**src/rtl/if_fetch.sv**
```systemverilog
// if_fetch: PC owner, imem req/gnt/rvalid master, prefetch FIFO, if_id output register.
// Optional IF_MISALIGN_TRAP_EN adds misalign_o, pulsed after a jump to a non-word target.
module if_fetch #(
  parameter logic [31:0] RESET_PC   = 32'h0000_0000,
  parameter int          FIFO_DEPTH = 2
) (
  input  logic        clk,
  input  logic        rst,
  output logic        imem_req_o,
  output logic [31:0] imem_addr_o,
  input  logic        imem_gnt_i,
  input  logic        imem_rvalid_i,
  input  logic [31:0] imem_rdata_i,
  input  logic        jump_en_i,
  input  logic [31:0] jump_addr_i,
  input  logic        hold_i,
  output logic [31:0] inst_o,
  output logic [31:0] inst_addr_o,
  output logic        inst_valid_o
`ifdef IF_MISALIGN_TRAP_EN
  ,
  output logic        misalign_o
`endif
);

  localparam int PW = (FIFO_DEPTH > 1) ? $clog2(FIFO_DEPTH) : 1;
  localparam int CW = PW + 1;
  localparam logic [31:0] NOP = 32'h0000_0013;

  typedef struct packed {
    logic [31:0] inst;
    logic [31:0] addr;
  } fetch_ent_t;

  logic [31:0] pc_q, pc_d;
  logic        out_q, out_d;
  logic [31:0] out_addr_q, out_addr_d;
  logic        discard_q, discard_d;
  logic [CW-1:0] cnt_q, cnt_d;
  logic [PW-1:0] wr_q, wr_d;
  logic [PW-1:0] rd_q, rd_d;
  fetch_ent_t  mem_q [FIFO_DEPTH];
  fetch_ent_t  mem_d [FIFO_DEPTH];
  logic [31:0] inst_q, inst_d;
  logic [31:0] iaddr_q, iaddr_d;
  logic        valid_q, valid_d;

  logic        rv;
  logic        pop;
  logic        push;
  logic        req;
  logic        fire;
  logic [31:0] credit;
  fetch_ent_t  head;

  // Handshake control: credits count buffered, in-flight and leaving words
  always_comb begin
    rv     = imem_rvalid_i & out_q;
    pop    = !jump_en_i && !hold_i && (cnt_q != '0);
    credit = 32'(cnt_q) + {31'd0, out_q} - {31'd0, pop};
    req    = !rst && !jump_en_i
             && (credit < 32'(FIFO_DEPTH))
             && (!out_q || imem_rvalid_i);
    fire   = req && imem_gnt_i;
    push   = rv && !discard_q && !jump_en_i;
    head   = mem_q[rd_q];
  end

  assign imem_req_o  = req;
  assign imem_addr_o = pc_q;

  // Next-state for PC, in-flight tracking and the prefetch FIFO
  always_comb begin
    pc_d       = pc_q;
    out_d      = out_q;
    out_addr_d = out_addr_q;
    discard_d  = discard_q;
    cnt_d      = cnt_q;
    wr_d       = wr_q;
    rd_d       = rd_q;
    mem_d      = mem_q;
    if (rv) begin
      out_d     = 1'b0;
      discard_d = 1'b0;
    end
    if (fire) begin
      out_d      = 1'b1;
      out_addr_d = pc_q;
      pc_d       = pc_q + 32'd4;
    end
    if (push) begin
      mem_d[wr_q] = '{inst: imem_rdata_i, addr: out_addr_q};
      wr_d        = wr_q + PW'(1);
    end
    if (pop) begin
      rd_d = rd_q + PW'(1);
    end
    cnt_d = cnt_q + CW'(push) - CW'(pop);
    if (jump_en_i) begin
      pc_d      = jump_addr_i & ~32'h3;
      discard_d = out_q && !imem_rvalid_i;
      cnt_d     = '0;
      wr_d      = '0;
      rd_d      = '0;
    end
  end

  // if_id output register: jump beats hold beats advance
  always_comb begin
    inst_d  = inst_q;
    iaddr_d = iaddr_q;
    valid_d = valid_q;
    if (jump_en_i) begin
      inst_d  = NOP;
      iaddr_d = '0;
      valid_d = 1'b0;
    end else if (hold_i) begin
      inst_d  = inst_q;
    end else if (cnt_q != '0) begin
      inst_d  = head.inst;
      iaddr_d = head.addr;
      valid_d = 1'b1;
    end else begin
      inst_d  = NOP;
      valid_d = 1'b0;
    end
  end

  // State registers with asynchronous reset
  always_ff @(posedge clk or posedge rst) begin
    if (rst) begin
      pc_q       <= RESET_PC;
      out_q      <= 1'b0;
      out_addr_q <= '0;
      discard_q  <= 1'b0;
      cnt_q      <= '0;
      wr_q       <= '0;
      rd_q       <= '0;
      for (int i = 0; i < FIFO_DEPTH; i++) begin
        mem_q[i] <= '0;
      end
      inst_q     <= NOP;
      iaddr_q    <= '0;
      valid_q    <= 1'b0;
    end else begin
      pc_q       <= pc_d;
      out_q      <= out_d;
      out_addr_q <= out_addr_d;
      discard_q  <= discard_d;
      cnt_q      <= cnt_d;
      wr_q       <= wr_d;
      rd_q       <= rd_d;
      mem_q      <= mem_d;
      inst_q     <= inst_d;
      iaddr_q    <= iaddr_d;
      valid_q    <= valid_d;
    end
  end

  assign inst_o       = inst_q;
  assign inst_addr_o  = iaddr_q;
  assign inst_valid_o = valid_q;

  // A push into a full FIFO without a pop means the credit check is broken
  always_ff @(posedge clk) begin
    if (!rst) begin
      assert (!(push && !pop && (cnt_q == CW'(FIFO_DEPTH))));
    end
  end

`ifdef IF_MISALIGN_TRAP_EN
  logic misalign_q, misalign_d;

  // Flag a jump whose target had non-zero low bits
  always_comb begin
    misalign_d = jump_en_i && (jump_addr_i[1:0] != 2'b00);
  end

  // Misalign pulse register
  always_ff @(posedge clk or posedge rst) begin
    if (rst) begin
      misalign_q <= 1'b0;
    end else begin
      misalign_q <= misalign_d;
    end
  end

  assign misalign_o = misalign_q;
`endif

endmodule

```
**config.mk**
```make
export PLATFORM = sky130hd
export DESIGN_NAME = if_fetch
export DESIGN_NICKNAME = d
export VERILOG_FILES = /design/src/rtl/if_fetch.sv
export SDC_FILE = /design/constraint.sdc
export NUM_CORES = 1
export LEC_CHECK = 0
export BUFFER_PORTS_ARGS = -buffer_cell sky130_fd_sc_hd__buf_2
export CORE_ASPECT_RATIO = 1.25
export CORE_MARGIN = 5
export CORE_UTILIZATION = 47
export DETAILED_ROUTE_END_ITERATION = 16
export GPL_TIMING_DRIVEN = 0
export PLACE_DENSITY = 0.69
export SETUP_SLACK_MARGIN = 0.4
export SLEW_MARGIN = 20
export SYNTH_ARGS = -nofsm -noshare
export SYNTH_HDL_FRONTEND = slang
export SYNTH_SLANG_ARGS = --single-unit
```
**constraint.sdc**
```tcl
create_clock -name clk -period 22.2 [get_ports clk]
set_input_delay 4.44 -clock clk [delete_from_list [all_inputs] [get_ports clk]]
set_output_delay 4.44 -clock clk [all_outputs]
set_load 0.02 [all_outputs]
```
==> impl_metrics.json <==
{
  "worst_ir_drop_vdd_mv": 0.0570,
  "die_y_um": 180,
  "grt_pass1_wl_um": 43800,
  "timing.final.crit_period_ps": 11370,
  "drv_cap": 0,
  "report.final.hold_viol_count": 0,
  "critPathMaxStageDelay_ps": 450,
  "clk_pin_slew_worst_paths_ps": 60,
  "max_freq_mhz": 88.0,
  "power_uw": 1400,
  "num_antenna_cells": 0,
  "hp-class": "flip-flop to flip-flop",
  "vias": 7773,
  "worst_setup_path_start_kind": "input port",
  "globalRouteTotalUtil": 0.205,
  "ys_async_sr_fraction": 1.00,
  "final_common_cell": "dfrtp_1",
  "ioPinCount": 168,
  "worstSkewPairLatency_ps": 530,
  "floorplan.die_area_um2": 26300,
  "worstPathCellList": "buf_2 > clkbuf_1 > inv_1 > nand2_1 > or2_2 > a21boi_0 > fa_1 > nor3_1 > and3_1 > buf_2",
  "rsz0062_at_grt": "false",
  "layout.cells.most_common_list": "251 x dfrtp_1, 181 x buf_2, 152 x nand2_1",
  "crit_family": "simple AND/OR/NAND/NOR gates",
  "timing.max_slew.rel_slack": 0.441,
  "drtIter0Drc": 430,
  "power.share.clock": 0.355,
  "critical_path.endpoint": "imem_req_o",
  "path_class": "input port to primary output",
  "transition_time_of_the_tightest_slew_check_pin_ps": 839,
  "worst-path-max-fanout": 10,
  "synth_area_leader_cell": "dfrtp_1",
  "worstSetupPathDepth": 10,
  "dominantRegCellSynth": "dfrtp_1",
  "finalSetupViolations": 0,
  "seq_area_frac_synth": 0.584,
  "synthesis.area_per_instance_um2": 11.8,
  "end_kind": "primary output",
  "postCtsSetupBuffers": 0,
  "timing.critical_path.from": "jump_en_i",
  "initial_utilization": 0.476,
  "final_antenna_net_count": 0,
  "r2r-start": "cnt_q[1]",
  "post_route_cells_drive_above_1_share": 0.327,
  "p_leak_uw": 0.00633,
  "power.share.switching": 0.274,
  "required_ps": 17760,
  "critical_path_arrival_ps": 6930,
  "power.density_nw_per_um2": 106,
  "grt_max_degree": 89,
  "post_cts_resized": 0,
  "place_worst_setup_slack_ps": 10850,
  "floorplan.die.width_um": 146,
  "cts_htree_levels": 1,
  "synth_cells": 923,
  "cell_internal_pwr_uw": 1010,
  "grt_overflow": 0,
  "rr_endpoint": "out_addr_q[31]",
  "floorplan.core_area_um2": 22900,
  "ff2ff_path_depth": 12,
  "drt_drc_violations_left": 0,
  "initial_antenna_violation_count": 1,
  "area_growth_pct": 20.7,
  "core.rowCount": 62,
  "timing.final.ws_setup_ps": 10830,
  "drt_pre_antenna_iters": 7,
  "tritoncts": "built",
  "power.share.sequential": 0.460,
  "critical_path.most_common_cell": "buf_2",
  "comb_power_share": 0.184,
  "power.switching_uw": 383,
  "cts-root-buf": "clkbuf_16",
  "wl_per_cell_um": 18.7,
  "reg2reg_slack_ps": 18490,
  "clock_sink_count": 254,
  "finalNetCount": 1191,
  "netlist_area_um2": 10900,
  "critical_hold_path_startpoint": "inst_o[10]",
  "cts_inserted_buffers": 26,
  "port_buffers": 163,
  "yosys.cell_types.count": 50,
  "synth_edf_count": 0,
  "stdcell_count": 1426,
  "yosysTopAreaCellShare": 0.577,
  "tns_ps": 0,
  "placed_cells": 1378,
  "first_global_vias": 8028,
  "final-max-slew-violation-count": 0,
  "cts-hold-fix-buffers": 0,
  "final_wirelength_um": 26600,
  "synth.top_cells.by_area": "dfrtp_1 58%, mux2_2 13%, mux2i_1 5.8%",
  "synthesis.yosys.warnings": 0,
  "run_status": "complete, no violations",
  "gpl.final_weighted_congestion": 0.888,
  "final_period_util": 0.512,
  "cts_max_path_buffers": 3,
  "hpwl_um": 18900,
  "synth-seq-cells": 254,
  "cp_num_buf_inv": 4,
  "worst_path_max_delay_cell": "fa_1",
  "fin_skew_ps": 14.4,
  "viasPerCell": 5.45
}
[how the worst min path moves through the flow]
stage | cells past startpoint | endpoint
CTS | 2 | inst_o[15]
global route | 2 | inst_o[20]
floorplan | 2 | out_addr_q[11]
detailed placement | 2 | inst_o[20]
global placement | 2 | inst_valid_o
finish | 2 | inst_o[10]
[power by group through the flow]
stage                     clock network [µW]  registers, µW  logic (µW)
final                                    496            643         258
after global routing                     527            658         289
after CTS                                508            643         263
after detailed placement                   0            651         261
after global placement                     0            647         253
after floorplan                            0            651         173
[state kept, by name (all words and copies together) (netlist names)]
name          count
discard_q         1
wr_q              1
out_addr_q       30
mem_q           124
inst_o           32
inst_addr_o      31
cnt_q             2
imem_addr_o      30
out_q             1
rd_q              1
inst_valid_o      1
[layout make-up]
class	instances	area [µm²]
plain buffers	59	259
clock buffers	35	746
clock inverters	13	240
fillers	1900	9750
inverters	9	41.3
multi-input cells	602	4230
flip-flops and latches	254	6360
well taps	288	360
repair buffers	166	898
[tightest hold or removal path: stages (launching register included)]
cell     delay (ps)
dfrtp_1         340
nand2_1          40
o21ai_0          60
[cell families (layout without fill, tap and decap cells)]
kind of cell,after synthesis,in the layout,synth area share
flops,254,254,0.584
other cells,1,2,0.000345
mux,190,190,0.189
xor+xnor,8,8,0.00644
compound gates,124,124,0.0744
simple gates,275,275,0.114
fa+ha+maj,3,3,0.00414
buf+inv,68,282,0.0269
[cells in the mapped netlist, types with 9 or more instances]
library cell  count
buf_2            18
mux2i_1          63
a211oi_1         30
o21ai_0          48
nand2_1         152
clkbuf_1         32
nand4_1          13
nor2_1           50
nand3_1          24
a21oi_1           9
mux2_2          127
dfrtp_1         251
inv_1             9
[layer usage]
metal  GRT usage  wire [µm]  up-vias
met5           0         13        -
met4      0.0606        656        2
met3      0.0355       1700       43
met2       0.349      13200      248
met1       0.271      11100     3832
li1            -          -     3648
[per-stage QoR]
stage                     hold WS, ps  area (µm²)   util
after CTS                         479       13100  0.574
after global placement            454       12100  0.527
final                             470       13100  0.574
after global routing              501       13100  0.574
after detailed placement          465       12200  0.531
after floorplan                   458       10900      -
(Power assumes the default switching activity.)
